<file path="config.mk">
export PLATFORM = sky130hd
export DESIGN_NAME = stream_maxval_tracker
export DESIGN_NICKNAME = d
export VERILOG_FILES = /design/src/rtl/maxval_pkg.sv /design/src/rtl/maxval_cmp.sv /design/src/rtl/stream_maxval_tracker.sv
export SDC_FILE = /design/constraint.sdc
export NUM_CORES = 1
export LEC_CHECK = 0
export ABC_AREA = 1
export BUFFER_PORTS_ARGS = -buffer_cell sky130_fd_sc_hd__clkbuf_2
export CORE_MARGIN = 3
export CORE_UTILIZATION = 45
export CTS_BUF_LIST = sky130_fd_sc_hd__clkbuf_16
export CTS_CLUSTER_DIAMETER = 120
export DETAILED_ROUTE_END_ITERATION = 16
export PLACE_DENSITY_LB_ADDON = 0.25
export REMOVE_ABC_BUFFERS = 1
export SLEW_MARGIN = 10
export SYNTH_ARGS = -nofsm -noshare
export SYNTH_HDL_FRONTEND = slang
export SYNTH_SLANG_ARGS = --single-unit
</file>
<file path="constraint.sdc">
create_clock -name clk -period 2.1 [get_ports clk]
set_input_delay 0.42 -clock clk [delete_from_list [all_inputs] [get_ports clk]]
set_output_delay 0.42 -clock clk [all_outputs]
set_load 0.05 [all_outputs]
</file>
<file path="src/rtl/maxval_pkg.sv">
// Shared state encoding and default widths for the streaming max tracker.
package maxval_pkg;

    localparam int unsigned DATA_W_DEF = 8;
    localparam int unsigned IDX_W_DEF  = 8;

    typedef enum logic [1:0] {
        S_FIRST = 2'd0,
        S_ACC   = 2'd1,
        S_OUT   = 2'd2
    } state_e;

endpackage

</file>
<file path="src/rtl/maxval_cmp.sv">
// Combinational unsigned greater-than; kept separate so a signed or min variant can drop in.
module maxval_cmp #(
    parameter int unsigned W = 8
) (
    input  logic [W-1:0] a,
    input  logic [W-1:0] b,
    output logic         gt
);

    assign gt = (a > b);

endmodule

</file>
<file path="src/rtl/stream_maxval_tracker.sv">
// Tracks the unsigned maximum, its first index and the length of a streamed frame,
// and presents the result on a registered valid/ready port.
module stream_maxval_tracker
    import maxval_pkg::*;
#(
    parameter int unsigned DATA_W = DATA_W_DEF,
    parameter int unsigned IDX_W  = IDX_W_DEF
) (
    input  logic              clk,
    input  logic              rst,
    input  logic              in_valid,
    output logic              in_ready,
    input  logic [DATA_W-1:0] in_data,
    input  logic              in_last,
    output logic              out_valid,
    input  logic              out_ready,
    output logic [DATA_W-1:0] out_max,
    output logic [IDX_W-1:0]  out_idx,
    output logic [IDX_W-1:0]  out_len,
    output logic              out_ovf
);

    state_e              state_q, state_d;
    logic [DATA_W-1:0]   max_q, max_d;
    logic [IDX_W-1:0]    idx_q, idx_d;
    logic [IDX_W-1:0]    cnt_q, cnt_d;
    logic [IDX_W-1:0]    len_q, len_d;
    logic                ovf_q, ovf_d;
    logic                accept;
    logic                gt;
    logic                cnt_full;

    maxval_cmp #(.W(DATA_W)) u_cmp (
        .a  (in_data),
        .b  (max_q),
        .gt (gt)
    );

    assign in_ready  = (state_q != S_OUT);
    assign out_valid = (state_q == S_OUT);
    assign accept    = in_valid && in_ready;
    assign cnt_full  = (cnt_q == '1);

    // max/idx/len/ovf double as the result registers: nothing updates them in S_OUT.
    assign out_max = max_q;
    assign out_idx = idx_q;
    assign out_len = len_q;
    assign out_ovf = ovf_q;

    always_comb begin
        state_d = state_q;
        max_d   = max_q;
        idx_d   = idx_q;
        cnt_d   = cnt_q;
        len_d   = len_q;
        ovf_d   = ovf_q;
        case (state_q)
            S_FIRST: begin
                if (accept) begin
                    max_d = in_data;
                    idx_d = '0;
                    cnt_d = IDX_W'(1);
                    if (in_last) begin
                        len_d   = '0;
                        ovf_d   = 1'b0;
                        state_d = S_OUT;
                    end else begin
                        state_d = S_ACC;
                    end
                end
            end
            S_ACC: begin
                if (accept) begin
                    if (gt) begin
                        max_d = in_data;
                        idx_d = cnt_q;
                    end
                    cnt_d = cnt_q + 1'b1;
                    // Pre-increment count equals samples-1, i.e. the reported length.
                    if (in_last || cnt_full) begin
                        len_d   = cnt_q;
                        ovf_d   = !in_last;
                        cnt_d   = '0;
                        state_d = S_OUT;
                    end
                end
            end
            S_OUT: begin
                if (out_ready) begin
                    state_d = S_FIRST;
                end
            end
            default: state_d = S_FIRST;
        endcase
    end

    always_ff @(posedge clk) begin
        if (rst) begin
            state_q <= S_FIRST;
            max_q   <= '0;
            idx_q   <= '0;
            cnt_q   <= '0;
            len_q   <= '0;
            ovf_q   <= 1'b0;
        end else begin
            state_q <= state_d;
            max_q   <= max_d;
            idx_q   <= idx_d;
            cnt_q   <= cnt_d;
            len_q   <= len_d;
            ovf_q   <= ovf_d;
        end
    end

endmodule

</file>
==> results.yml <==
sta:
  worst_slack_ns: 0.3677
  max_slew_margin_pct: 69.19
  hold_viol_final: 0
  max_freq_ghz: 0.5773
  maxSlewViolCount: 0
  finalCriticalPeriod_ns: 1.732
  tns_ns: 0
  skew_ns: 0.004784
  rsz0062_at_grt: "false"
  post-route-period-util_pct: 82.49
  worst_pin_slew_ns: 0.4587
  setup_viol_count_final: 0
worst_hold_path:
  hp-start: "in_valid"
  min_path_cells: 2
  worstHoldPathType: "in2reg"
yosys:
  synth_top_cell_by_area: "dfxtp_1"
  synth.distinct_cells: 29
  ys_warn_count: 0
  synthFlopType: "dfxtp_1"
  synthesis.area_mm2: 0.001807
  synth_commonest_cells: "nand2_1, nor2_1, dfxtp_1"
  synth_edf_count: 0
  synth_seq_cells: 35
  synth_area_leaders: "dfxtp_1, nand2_1, nor2_1"
  yosysTopAreaCellShare_pct: 38.78
  async_reset_ff_share_pct: 0
  yosysMostFrequentCell: "nand2_1"
  ys_seq_area_share_pct: 38.78
  synth_cells: 259
  syn_avg_cell_area_um2: 6.976
setup_path:
  cp_max_fo: 22
  cp_common_cell: "nand2_1"
  cp.depth: 12
  r2r-start: "out_max[7]"
  crit_path_cell_trace: "inv_1, ha_1, nand2_1, nor2_1, nand2_1, nand2_1, nand2_1, nand2_1, buf_4, nand3b_1, nand2_1, nor2_1"
  crit_start: "out_max[7]"
  crit_slowest_cell: "dfxtp_1"
  critical-path-top-delay-family: "simple AND/OR/NAND/NOR gates"
  regToRegSetupSlack_ns: 0.37
  critical_path_class: "reg2reg"
  start_kind: "register"
  cp.arrival_ns: 1.90
  max_stage_delay_ns: 0.35
  crit_buf_inv: 2
  cp-end-kind: "register"
  critPathRequiredTime_ns: 2.26
  reg2reg_depth: 12
clock_network:
  cts_hold_buf: 0
  path_clk_slew_ns: 0.05
  clockBufferDepth: 2
  insertion_delay_ns: 0.27
  cts_resized: 0
  cts_root_buf: "clkbuf_16"
  htree_num_levels: 2
  clock-sinks: 35
  cts_buffers: 5
  post_cts_buffers: 0
  cts_tree: "yes"
global_routing:
  grt_pass1_vias: 1570
  grt-ovfl-total: 0
  grt.total_usage_pct: 17.26
  antenna_found_initial: 0
  grt_pass1_wl_mm: 6.810
  grt_max_degree: 23
drt:
  antenna_left: 0
  drtPass1Iterations: 4
  drc: 0
  vias: 1696
  drt-total-wl_mm: 3.963
  viasPerCell: 4.818
  wl_per_cell_um: 11.26
  drt_iter0_drc: 63
placement:
  dp_cells: 345
  dp_slack_ns: 0.2204
  gp_congestion: 0.7574
  port_buffers: 39
  dp_hpwl_mm: 2.993
cells_and_area:
  fin_cells: 352
  drive_gt1_share_pct: 20.72
  nNetsFinal: 326
  syn_to_final_growth_pct: 22.16
  antenna_cells: 0
floorplanning:
  initial_utilization_pct: 47.91
  core_mm2: 0.003771
  io_pins: 40
  die_h_um: 69.37
  die-area_mm2: 0.004812
  dieWidth_um: 69.37
  rows: 22
power_and_ir_drop:
  p_leak_nw: 1.068
  total_power_w: 0.001984
  max-vdd-ir-drop_mv: 0.4195
  pwr_density_cell_mw_per_mm2: 899.1
run_status:
  status: "complete, no violations"
flow_run:
  maxCapViolCount: 0
[per-layer routing]
metal	global-route usage, %	vias up	share of wire, %	routed length (um)
li1	-	900	-	-
met5	0	-	0	0
met4	5.423	0	0.93	37
met3	3.913	5	4.4	173
met1	22.09	758	45	1786
met2	28.71	33	50	1966
[power by group]
group	leakage (nW)	internal [W]	switching, W
Sequential	0.286	0.000717	0.0000368
Combinational	0.715	0.000156	0.000399
Clock	0.0671	0.000425	0.000250
[stage by stage]
| step | utilization, % | hold slack (ns) | cell area, um2 |
|---|---|---|---|
| after floorplan | - | 0.4376 | 1780 |
| after global placement | 54.98 | 0.4552 | 2073 |
| after detailed placement | 54.98 | 0.4587 | 2073 |
| after CTS | 58.53 | 0.3563 | 2207 |
| after global routing | 58.53 | 0.3851 | 2207 |
| final | 58.53 | 0.3549 | 2207 |
[state kept, by name, summed over array words and instances, names as in the netlist]
signal,cells
cnt_q,8
out_idx,8
out_len,8
out_max,8
state_q,2
out_ovf,1
[final cells by class]
cell class,instances,area [um2]
flip-flops and latches,35,700.7
inverters,38,147.6
clock buffers,5,125.1
clock inverters,2,8.758
fillers,369,1564
repair buffers,44,232.7
multi-input cells,180,932.1
well taps,48,60.06
[cell families (layout without fill, tap and decap cells)]
logic type,count (synthesis),in the layout,synth area share (%)
simple gates,131,131,32.96
buf+inv,44,89,9.626
compound gates,39,39,11.91
flops,35,35,38.78
fa+ha+maj,9,9,6.233
xor+xnor,1,1,0.4849
[final timing paths]
kind	endpoint
setup / recovery	out_idx[2]
hold / removal	cnt_q[0]
setup reg to reg	out_idx[2]
hold reg to reg	out_len[5]
[cells in the final DEF, fill, tap and decap left out, drive strengths merged]
master,count
nor3,5
nand2,71
dfxtp,35
xor2,1
a211oi,3
nand3b,10
ha,9
clkinv,5
clkbuf,44
a21oi,29
nor2,42
nand3,3
inv,35
a31oi,2
o21ai,4
buf,5
a21o,1
(Power assumes the default switching activity.)
